$ cat src/rtl/bcd_counter_ctrl_if.sv
// Control/status bundle between the sequencer and its environment
// (buttons/switches on the input side, the BCD digit chain on both sides).
interface bcd_counter_ctrl_if #(
    parameter int unsigned DIGITS = 4
);
    logic                  start;
    logic                  stop;
    logic                  load_req;
    logic                  dir_in;
    logic                  one_shot;
    logic [4*DIGITS-1:0]   preset;
    logic [4*DIGITS-1:0]   count_in;
    logic                  cnt_en;
    logic                  load;
    logic [DIGITS-1:0]     sel;
    logic [3:0]            ld_data;
    logic                  up_down;
    logic                  busy;
    logic                  done;
    logic [2:0]            state;

    // Environment side: drives requests and digit feedback, observes controls.
    modport master (
        output start, stop, load_req, dir_in, one_shot, preset, count_in,
        input  cnt_en, load, sel, ld_data, up_down, busy, done, state
    );

    // Sequencer side.
    modport slave (
        input  start, stop, load_req, dir_in, one_shot, preset, count_in,
        output cnt_en, load, sel, ld_data, up_down, busy, done, state
    );
endinterface

$ cat src/rtl/bcd_counter_ctrl.sv
// Sequencer for a cascade of BCD up/down digits: prescaled count tick,
// digit-by-digit preset load, latched direction and one-shot terminal stop.
module bcd_counter_ctrl #(
    parameter int unsigned DIGITS   = 4,
    parameter int unsigned TICK_DIV = 100_000_000
) (
    input  logic               clk,
    input  logic               reset,
    bcd_counter_ctrl_if.slave  bus
);
    localparam int unsigned PW = $clog2(TICK_DIV);
    localparam int unsigned IW = (DIGITS > 1) ? $clog2(DIGITS) : 1;

    typedef enum logic [2:0] {
        S_IDLE  = 3'd0,
        S_LOAD  = 3'd1,
        S_RUN   = 3'd2,
        S_PAUSE = 3'd3,
        S_DONE  = 3'd4
    } state_t;

    state_t              r_state;
    logic [PW-1:0]       r_pre;
    logic [IW-1:0]       r_idx;
    logic                r_cnt_en;
    logic                r_load;
    logic [DIGITS-1:0]   r_sel;
    logic [3:0]          r_ld_data;
    logic                r_up_down;
    logic                r_busy;
    logic                r_done;

    logic                w_tick;
    logic                w_all9;
    logic                w_all0;
    logic                w_terminal;
    logic [IW-1:0]       w_nxt_idx;

    // Terminal count detection on the fed-back digit values.
    always_comb begin
        w_all9 = 1'b1;
        w_all0 = 1'b1;
        for (int i = 0; i < DIGITS; i++) begin
            if (bus.count_in[4*i +: 4] != 4'd9) w_all9 = 1'b0;
            if (bus.count_in[4*i +: 4] != 4'd0) w_all0 = 1'b0;
        end
        w_terminal = r_up_down ? w_all0 : w_all9;
    end

    assign w_tick    = (r_pre == PW'(TICK_DIV - 1));
    assign w_nxt_idx = r_idx + IW'(1);

    // Sequencer FSM; every output is registered alongside the state it belongs to.
    always_ff @(posedge clk) begin
        if (reset) begin
            r_state   <= S_IDLE;
            r_pre     <= '0;
            r_idx     <= '0;
            r_cnt_en  <= 1'b0;
            r_load    <= 1'b0;
            r_sel     <= '0;
            r_ld_data <= '0;
            r_up_down <= 1'b0;
            r_busy    <= 1'b0;
            r_done    <= 1'b0;
        end else begin
            r_cnt_en <= 1'b0;
            case (r_state)
                S_IDLE: begin
                    if (bus.load_req) begin
                        r_state   <= S_LOAD;
                        r_idx     <= '0;
                        r_load    <= 1'b1;
                        r_sel     <= DIGITS'(1);
                        r_ld_data <= bus.preset[3:0];
                        r_busy    <= 1'b1;
                    end else if (bus.start && !bus.stop) begin
                        r_state   <= S_RUN;
                        r_up_down <= bus.dir_in;
                        r_pre     <= '0;
                        r_busy    <= 1'b1;
                    end
                end
                S_LOAD: begin
                    if (r_idx == IW'(DIGITS - 1)) begin
                        r_state   <= S_IDLE;
                        r_idx     <= '0;
                        r_load    <= 1'b0;
                        r_sel     <= '0;
                        r_ld_data <= '0;
                        r_busy    <= 1'b0;
                    end else begin
                        r_idx     <= w_nxt_idx;
                        r_sel     <= DIGITS'(1) << w_nxt_idx;
                        r_ld_data <= bus.preset[{w_nxt_idx, 2'b00} +: 4];
                    end
                end
                S_RUN: begin
                    // The stop cycle still advances the prescaler; it is frozen
                    // from PAUSE on, so a tick swallowed by stop resumes with a
                    // full period.
                    r_pre <= w_tick ? '0 : r_pre + PW'(1);
                    if (bus.stop) begin
                        r_state <= S_PAUSE;
                        r_busy  <= 1'b0;
                    end else if (w_tick) begin
                        if (bus.one_shot && w_terminal) begin
                            r_state <= S_DONE;
                            r_busy  <= 1'b0;
                            r_done  <= 1'b1;
                        end else begin
                            r_cnt_en <= 1'b1;
                        end
                    end
                end
                S_PAUSE: begin
                    if (bus.load_req) begin
                        r_state   <= S_LOAD;
                        r_idx     <= '0;
                        r_load    <= 1'b1;
                        r_sel     <= DIGITS'(1);
                        r_ld_data <= bus.preset[3:0];
                        r_busy    <= 1'b1;
                    end else if (bus.start && !bus.stop) begin
                        r_state   <= S_RUN;
                        r_up_down <= bus.dir_in;
                        r_busy    <= 1'b1;
                    end
                end
                S_DONE: begin
                    if (bus.load_req) begin
                        r_state   <= S_LOAD;
                        r_idx     <= '0;
                        r_load    <= 1'b1;
                        r_sel     <= DIGITS'(1);
                        r_ld_data <= bus.preset[3:0];
                        r_busy    <= 1'b1;
                        r_done    <= 1'b0;
                    end else if (bus.stop) begin
                        r_state <= S_IDLE;
                        r_done  <= 1'b0;
                    end
                end
                default: begin
                    r_state <= S_IDLE;
                    r_busy  <= 1'b0;
                    r_done  <= 1'b0;
                    r_load  <= 1'b0;
                    r_sel   <= '0;
                end
            endcase
        end
    end

    assign bus.cnt_en  = r_cnt_en;
    assign bus.load    = r_load;
    assign bus.sel     = r_sel;
    assign bus.ld_data = r_ld_data;
    assign bus.up_down = r_up_down;
    assign bus.busy    = r_busy;
    assign bus.done    = r_done;
    assign bus.state   = r_state;
endmodule
$ cat src/flat_wrapper.sv
// flat-port wrapper written by rule: the top's interface ports become plain ports
module bcd_counter_ctrl_flat 
#(
    parameter int unsigned DIGITS   = 4,
    parameter int unsigned TICK_DIV = 100_000_000
)
  (clk, reset, bus_start, bus_stop, bus_load_req, bus_dir_in, bus_one_shot, bus_preset, bus_count_in, bus_cnt_en, bus_load, bus_sel, bus_ld_data, bus_up_down, bus_busy, bus_done, bus_state);
  bcd_counter_ctrl_if #(.DIGITS(DIGITS)) bus_i ();
  input  logic clk;
  input  logic reset;
  input wire logic [$bits(bus_i.start)-1:0] bus_start;
  input wire logic [$bits(bus_i.stop)-1:0] bus_stop;
  input wire logic [$bits(bus_i.load_req)-1:0] bus_load_req;
  input wire logic [$bits(bus_i.dir_in)-1:0] bus_dir_in;
  input wire logic [$bits(bus_i.one_shot)-1:0] bus_one_shot;
  input wire logic [$bits(bus_i.preset)-1:0] bus_preset;
  input wire logic [$bits(bus_i.count_in)-1:0] bus_count_in;
  output wire logic [$bits(bus_i.cnt_en)-1:0] bus_cnt_en;
  output wire logic [$bits(bus_i.load)-1:0] bus_load;
  output wire logic [$bits(bus_i.sel)-1:0] bus_sel;
  output wire logic [$bits(bus_i.ld_data)-1:0] bus_ld_data;
  output wire logic [$bits(bus_i.up_down)-1:0] bus_up_down;
  output wire logic [$bits(bus_i.busy)-1:0] bus_busy;
  output wire logic [$bits(bus_i.done)-1:0] bus_done;
  output wire logic [$bits(bus_i.state)-1:0] bus_state;
  assign bus_i.start = bus_start;
  assign bus_i.stop = bus_stop;
  assign bus_i.load_req = bus_load_req;
  assign bus_i.dir_in = bus_dir_in;
  assign bus_i.one_shot = bus_one_shot;
  assign bus_i.preset = bus_preset;
  assign bus_i.count_in = bus_count_in;
  assign bus_cnt_en = bus_i.cnt_en;
  assign bus_load = bus_i.load;
  assign bus_sel = bus_i.sel;
  assign bus_ld_data = bus_i.ld_data;
  assign bus_up_down = bus_i.up_down;
  assign bus_busy = bus_i.busy;
  assign bus_done = bus_i.done;
  assign bus_state = bus_i.state;
  bcd_counter_ctrl #(.DIGITS(DIGITS), .TICK_DIV(TICK_DIV)) u_core (.clk(clk), .reset(reset), .bus(bus_i));
endmodule
$ cat config.mk
export PLATFORM = sky130hd
export DESIGN_NAME = bcd_counter_ctrl_flat
export DESIGN_NICKNAME = d
export VERILOG_FILES = /design/src/rtl/bcd_counter_ctrl_if.sv /design/src/rtl/bcd_counter_ctrl.sv /design/src/flat_wrapper.sv
export SDC_FILE = /design/constraint.sdc
export NUM_CORES = 1
export LEC_CHECK = 0
export CAP_MARGIN = 20
export CORE_MARGIN = 1
export CORE_UTILIZATION = 52
export CTS_BUF_LIST = sky130_fd_sc_hd__clkbuf_2 sky130_fd_sc_hd__clkbuf_4 sky130_fd_sc_hd__clkbuf_8
export DETAILED_ROUTE_END_ITERATION = 10
export MAX_ROUTING_LAYER = met4
export PLACE_DENSITY = 0.87
export SYNTH_ARGS = -nofsm -noshare
export SYNTH_HDL_FRONTEND = slang
export SYNTH_SLANG_ARGS = --single-unit
$ cat constraint.sdc
create_clock -name clk -period 2.2 [get_ports clk]
set_clock_uncertainty 0.15 [all_clocks]
set_input_delay 0.22 -clock clk [delete_from_list [all_inputs] [get_ports clk]]
set_output_delay 0.22 -clock clk [all_outputs]
set_load 0.005 [all_outputs]
==> flow_summary.ini, run 1 <==
[critical_path]
crit_type = reg2reg
crit_path_max_incr_delay_ps = 470
critPathMaxFanout = 4
path_cells = ha_1, or3b_4, o21ba_4, nand3_2, or4b_1, a21oi_1
regToRegSetupSlack_ps = 100
required_ps = 2300
cp_slowest_cell = or4b_1
cp.arrival_ps = 2200
worstSetupEndpointType = flip-flop
crit_path_start_kind = flip-flop

[yosys]
netlist_top_cells_area = dfxtp_1 (36%), nor2_1 (7.7%), xor2_1 (6.0%), mux4_2 (3.6%), nand4_1 (3.5%)
ys_warn_count = 0
ys_types = 56
synth-edff-count = 0
synth_nets = 333
ys_ff_latch = 45
syn_inst = 288
syn_area_mm2 = 0.00250
yosysSeqAreaShare = 0.361
synth-async-reset-ratio = 0
avgSynthCellArea_um2 = 8.68
synth_top_area_frac = 0.361
synth_top_area_cell = dfxtp_1
synthFlopType = dfxtp_1

[layout]
syn_to_final_growth_pct = 31.8
final_area_mm2 = 0.00329
mostFrequentLayoutCell = clkdlybuf4s50_1
nets = 401
layoutNonFillerInstCount = 409
antennaDiodeCount = 0
layout_common_cells = clkdlybuf4s50_1 (54), nor2_1 (51), dfxtp_1 (45)
drive_above_1_share = 0.120

[placed_design]
io_buffers = 54
dpl_cell_area_mm2 = 0.00319
globalplace.congestion = 0.814
dp.cells = 401
hpwl_um = 4480

[die]
start_util = 0.558
fp.coreArea_mm2 = 0.00447
die_height_um = 71.3
rows = 24
dieArea_mm2 = 0.00509
io_pins = 55
dieWidth_um = 71.3

[clocking]
cts_buffers = 5
holdBufCountCts = 0
cts.clk_slew.worst_paths_ps = 90
numClockSinks = 45
cts_root_buf = clkbuf_8
ctsResizeCount = 0
clock_latency_ps = 310
clk_path_buf_depth = 2
ctsHtreeMaxLevel = 2
cts_setup_buffers = 0
cts_tree = yes

[global_route]
overflow = 0
antenna_found_initial = 0
grt_max_degree = 18
grt_pass1_vias = 2136
grt_pass1_wl_um = 9670
grt_usage = 0.247

[run_status]
status = finished, violations left
violations = design-rule violations

[pwr]
ir_drop_mv = 0.438
power_uw = 2490
leakagePower_uw = 0.00121
power_density_mw_per_mm2 = 755

[min_path]
hold_class = reg2reg

[timing]
maxSlewHeadroom = 0.720
setup_viol_count_final = 0
maxSlewViolCount = 0
fin_crit_ps = 2100
rsz0062_at_grt = false
hold_viol = 0
fin_setup_tns_ps = 0
timing.fmax_mhz = 475
timing.hold.ws_ps = 336
timing.final.crit_share = 0.957
worst_pin_slew_ps = 419

[detailed_routing]
ant_nets = 0
vias = 2354
vias_per_cell = 5.76
drtIter0Drc = 190
drt-total-wl_um = 6070
avgRoutedWirePerCell_um = 14.8
drtPass1Iterations = 8
drc_errors = 8

[flow_run]
maxCapViolCount = 0
==> path summary, 6_finish.rpt <==
kind,start,endpoint,depth (start not counted)
worst max register to register,u_core.r_pre[1],u_core.r_pre[8],6
worst max-delay path,u_core.r_pre[1],u_core.r_pre[8],6
worst min register to register,u_core.bus.busy,u_core.bus.busy,2
worst min-delay path,u_core.bus.busy,u_core.bus.busy,2
==> synth_stat cells, types with 2 or more instances <==
cell,count
nor3_1,9
xor2_1,17
mux2i_1,3
inv_1,6
nor4b_1,2
nand2_1,13
nor2b_1,5
nor2_1,51
o21ai_0,5
a21oi_1,9
and3_1,5
or2_2,2
a211oi_1,5
buf_2,5
a22oi_1,8
dfxtp_1,45
nand2b_1,4
nand4_1,14
xnor2_1,7
clkbuf_1,5
a2111oi_0,2
nand3_1,10
ha_1,6
buf_4,3
nor3b_1,2
mux4_2,4
nand4b_1,2
and4_1,4
a21o_1,3
nor4_1,6
==> state kept, by name (all words and copies together), names as in the netlist, 2 cells and up <==
| name | flops |
|---|---|
| u_core.bus.sel | 4 |
| u_core.r_pre | 27 |
| u_core.bus.ld_data | 4 |
| u_core.bus.state | 3 |
| u_core.r_idx | 2 |
==> critical path, delay by kind of cell (launching register included) <==
kind | cells | cell delay, ps
adders and majority gates | 1 | 190
and+or+nand+nor | 3 | 930
AOI/OAI and AO/OA | 2 | 380
DFF | 1 | 400
==> area by class of cell <==
| cell class | count | area (um^2) |
|---|---|---|
| multi-input combinational | 222 | 1500 |
| tap | 52 | 65.1 |
| timing repair buffer | 76 | 706 |
| clock buffer | 6 | 82.6 |
| clock inverter | 2 | 17.5 |
| fill | 333 | 1180 |
| sequential | 45 | 901 |
| inverter | 6 | 22.5 |
==> report_power, final <==
part	total, uW	internal [uW]	leakage, uW	switching (uW)
Clock	559	261	0.0000518	298
Sequential	951	900	0.000365	51.5
Combinational	978	499	0.000792	479
Total	2490	1660	0.00121	828
==> kinds of logic after synthesis <==
family                     Yosys count  synth area share
adders and majority gates            6            0.0300
DFF                                 45             0.361
AOI/OAI and AO/OA                   46             0.140
and+or+nand+nor                    139             0.295
muxes                                7            0.0481
buffers and inverters               21            0.0416
xor gates and xnor gates            24            0.0841
==> metrics by stage <==
stage | util | worst slack (ps)
after detailed placement | 0.713 | -79.9
after global placement | 0.713 | 20.4
final | 0.736 | 95.2
after CTS | 0.735 | 118
after floorplan | - | 220
after global routing | 0.736 | 11.2
==> layer usage <==
metal  share of wire  vias up  GRT usage  routed length, um
met5               0        -          -                  0
met4           0.011        0     0.0867                 65
met3           0.071        5     0.0464                429
met2            0.47       84      0.387               2870
met1            0.45     1091      0.320               2700
li1                -     1174          -                  -
No activity file was read; power rests on OpenSTA's default activity.
==> run 2: changes to the inputs <==
CORE_UTILIZATION = 66   (was 52)
DONT_BUFFER_PORTS = 1   (was default)
SKIP_LAST_GASP = 1   (was default)
==> run 2 against run 1 <==
Against the previous run: flip-flop and latch count unchanged; critical path type unchanged; cell area down 19%; highest routed layer unchanged; sequential power increased by 2%; the flow now finishes without violations; total power is 13% lower.
==> flow_summary.ini, run 2 (same netlist as run 1, synthesis figures left out) <==
[die]
dieWidth_um = 63.5
dieArea_mm2 = 0.00404
die_height_um = 63.5
rows = 21
io_pins = 55
start_util = 0.720
fp.coreArea_mm2 = 0.00347

[global_route]
grt_max_degree = 20
grt_usage = 0.305
grt_pass1_wl_um = 9490
grt_pass1_vias = 2133
overflow = 0
antenna_found_initial = 0

[clocking]
cts_tree = yes
cts_setup_buffers = 0
clk_path_buf_depth = 2
cts_buffers = 5
clock_latency_ps = 300
ctsHtreeMaxLevel = 2
cts_root_buf = clkbuf_8
cts.clk_slew.worst_paths_ps = 80
numClockSinks = 45

[flow_run]
maxCapViolCount = 0

[timing]
worst_pin_slew_ps = 701
rsz0062_at_grt = false
maxSlewViolCount = 0
setup_viol_count_final = 0
fin_setup_tns_ps = 0
timing.final.crit_share = 0.951
timing.fmax_mhz = 478
hold_viol = 0
fin_crit_ps = 2090
maxSlewHeadroom = 0.531

[layout]
drive_above_1_share = 0.106
seq_area_um2 = 901
layoutNonFillerInstCount = 339
mostFrequentLayoutCell = nor2_1
nets = 339
syn_to_final_growth_pct = 6.96
largest-register = u_core.r_pre
n_fill_cell = 238
final_area_mm2 = 0.00267
multi_input_comb_area_mm2 = 0.00151
layout_common_cells = nor2_1 (51), dfxtp_1 (45), xor2_1 (17)
antennaDiodeCount = 0
largest_reg_flops = 27

[pwr]
leakagePower_uw = 0.000949
ir_drop_mv = 0.466
power_uw = 2180
power_density_mw_per_mm2 = 814

[placed_design]
dpl_cell_area_mm2 = 0.00256
dp.cells = 330
hpwl_um = 4040
io_buffers = 0
globalplace.congestion = 0.874

[detailed_routing]
drtPass1Iterations = 4
avgRoutedWirePerCell_um = 16.4
vias_per_cell = 6.37
drt-total-wl_um = 5550
drtIter0Drc = 292
drc_errors = 0
vias = 2161
ant_nets = 0

[critical_path]
critPathMaxFanout = 4
regToRegSetupSlack_ps = 110
worstSetupEndpointType = flip-flop
required_ps = 2290
crit_type = reg2reg
crit_path_start_kind = flip-flop
cp.arrival_ps = 2180

[min_path]
hold_class = in2reg

[run_status]
status = finished clean
[run 2: report_power, final]
group          internal, uW  total (uW)  switching [uW]
registers               900         971            70.5
clock network           209         474             265
logic                   311         730             419
[run 2: final cells by class]
cell class,count,area share
multi-input combinational,222,0.563
timing repair buffer,14,0.0421
clock buffer,5,0.0257
inverter,6,0.00843
clock inverter,1,0.00187
sequential,45,0.337
tap,46,0.0215
[run 2: metrics by stage]
stage | hold WS, ps | utilization | setup WS [ps]
after floorplan | 217 | - | 220
after global placement | 144 | 0.737 | 189
after CTS | 2.72 | 0.767 | 116
final | 7.79 | 0.771 | 107
after detailed placement | 148 | 0.737 | 136
after global routing | 62.2 | 0.771 | 17.4
[run 2: worst max-delay path: stages, from the launching register on]
cell and delay [ps]:
dfxtp_1 400, ha_1 180, or3b_4 390, o21ba_4 230, nand3_2 70, or4b_1 460
a21oi_1 140
[run 2: path summary, 6_finish.rpt]
path,from,endpoint,cells past startpoint
worst min register to register,u_core.r_pre[24],u_core.r_pre[24],2
worst max-delay path,u_core.r_pre[0],u_core.r_pre[8],6
worst min-delay path,bus_stop,u_core.bus.done,3
worst max register to register,u_core.r_pre[0],u_core.r_pre[8],6
[run 2: metal layers]
metal  share of wire  vias to the layer above  global-route usage  routed length (um)
li1                -                     1050                   -                   -
met2            0.47                       91               0.477                2630
met3           0.070                       16              0.0634                 389
met5               0                        -                   -                   0
met4           0.017                        0               0.108                  95
met1            0.44                     1004               0.387                2440
[run 2: timing repair]
| action | 4_1_cts | 5_1_grt |
|---|---|---|
| hold buffers | 3 | 0 |
| gates resized for setup | 0 | 2 |
| endpoints found under the hold margin | 18 | 0 |
| endpoints found under the setup margin | 0 | 1 |
==> run 3: changes to the inputs <==
REMOVE_ABC_BUFFERS = 1   (was default)
==> run 3 against run 2 <==
Against the previous run: combinational power rose by 12%; sequential power rose by 1%; core utilization rose by 2.2 points; sequential share of layout area fell by 0.89 points; largest cell class unchanged; largest power group unchanged; highest routed layer unchanged.
==> flow_summary.ini, run 3 (same netlist as run 1, synthesis figures left out) <==
[pwr]
power_uw = 2400
ir_drop_mv = 0.621
power_density_mw_per_mm2 = 875
leakagePower_uw = 0.000994

[detailed_routing]
avgRoutedWirePerCell_um = 17.5
vias_per_cell = 6.45
ant_nets = 0
drtPass1Iterations = 6
drtIter0Drc = 206
drc_errors = 0
drt-total-wl_um = 6070
vias = 2232

[clocking]
cts.clk_slew.worst_paths_ps = 80
cts_buffers = 5
cts_tree = yes
ctsHtreeMaxLevel = 2
clock_latency_ps = 300
clk_path_buf_depth = 2
numClockSinks = 45
cts_root_buf = clkbuf_8
cts_setup_buffers = 0

[critical_path]
worstSetupEndpointType = flip-flop
crit-reg2reg-launch = u_core.r_pre[1]
r2r-end = u_core.r_pre[8]
crit_type = reg2reg
required_ps = 2280
cp.arrival_ps = 2190
r2r_cells = 6
setup.worst_path.end = u_core.r_pre[8]
critPathMaxFanout = 4
regToRegSetupSlack_ps = 90
crit_path_start_kind = flip-flop
crit_path_start = u_core.r_pre[1]

[placed_design]
hpwl_um = 4130
dp.cells = 335
place_ws_ps = 120
io_buffers = 0
globalplace.congestion = 0.908

[timing]
timing.final.crit_share = 0.957
maxSlewHeadroom = 0.488
hold_viol = 0
setup_viol_count_final = 0
fin_crit_ps = 2110
fin_ws_ps = 94.7
maxSlewViolCount = 0
worst_pin_slew_ps = 766
timing.fmax_mhz = 475

[global_route]
grt_max_degree = 20
grt_pass1_vias = 2182
overflow = 0
grt_usage = 0.321
grt_pass1_wl_um = 9860
antenna_found_initial = 0

[min_path]
hold_class = in2reg

[layout]
layout_common_cells = nor2_1 (51), dfxtp_1 (44), xor2_1 (17)
largest-register = u_core.r_pre
drive_above_1_share = 0.130
mostFrequentLayoutCell = nor2_1
layoutNonFillerInstCount = 346
syn_to_final_growth_pct = 10.0
nets = 345
antennaDiodeCount = 0
largest_reg_flops = 27
final_util = 0.793

[flow_run]
maxCapViolCount = 0

[die]
rows = 21
dieArea_mm2 = 0.00404
fp.coreArea_mm2 = 0.00347
io_pins = 55
die_height_um = 63.5
start_util = 0.720
dieWidth_um = 63.5

[run_status]
status = finished clean
[run 3: changes by cell type in the layout (fill, tap and decap cells not counted), sizes merged]
cell / before / now
buf: 11 / 16
clkbuf: 5 / 6
bufinv: 0 / 1
[run 3: cell type report]
type / instances / area [um^2]
Clock buffer: 5 / 68.8
Clock inverter: 2 / 35.0
Fill cell: 249 / 719
Inverter: 6 / 22.5
Multi-Input combinational cell: 222 / 1510
Sequential cell: 45 / 902
Tap cell: 46 / 57.6
Timing Repair Buffer: 20 / 158
[run 3: how the worst min path moves through the flow]
stage	from	endpoint	cells after the start
floorplan	reset	u_core.r_idx[0]	1
global placement	reset	u_core.r_idx[0]	1
detailed placement	reset	u_core.r_idx[0]	1
CTS	bus_load_req	u_core.bus.done	3
global route	bus_load_req	u_core.bus.done	3
finish	bus_load_req	u_core.bus.done	3
[run 3: routing by layer]
layer  GRT usage  vias up  wire [um]
met5           -        -          0
met4       0.102        0         62
met3      0.0707        9        395
met2       0.531       99       3090
met1       0.386     1059       2520
li1            -     1065          -
[run 3: timing repair]
item	CTS	global route
setup endpoints to repair	0	2
resized for setup	0	3
hold endpoints to repair	18	0
hold buffers	3	0
[run 3: critical path, cell delays in order (launching register included)]
cell     delay, ps
dfxtp_1        380
ha_1           190
or3b_4         390
o21ba_4        240
nand3_2         70
or4b_1         470
a21oi_1        150
[run 3: per-stage QoR]
step                TNS (ps)  cell area (um^2)  hold WS [ps]
global route           -6.04              2750          33.1
global placement           0              2590           141
CTS                        0              2730          1.82
finish                     0              2750          4.31
detailed placement         0              2590           143
floorplan               -419              2420           139
[run 3: power breakdown]
group / internal, uW / switching [uW]
logic: 353 / 462
registers: 902 / 80.6
clock network: 330 / 277
total: 1580 / 819
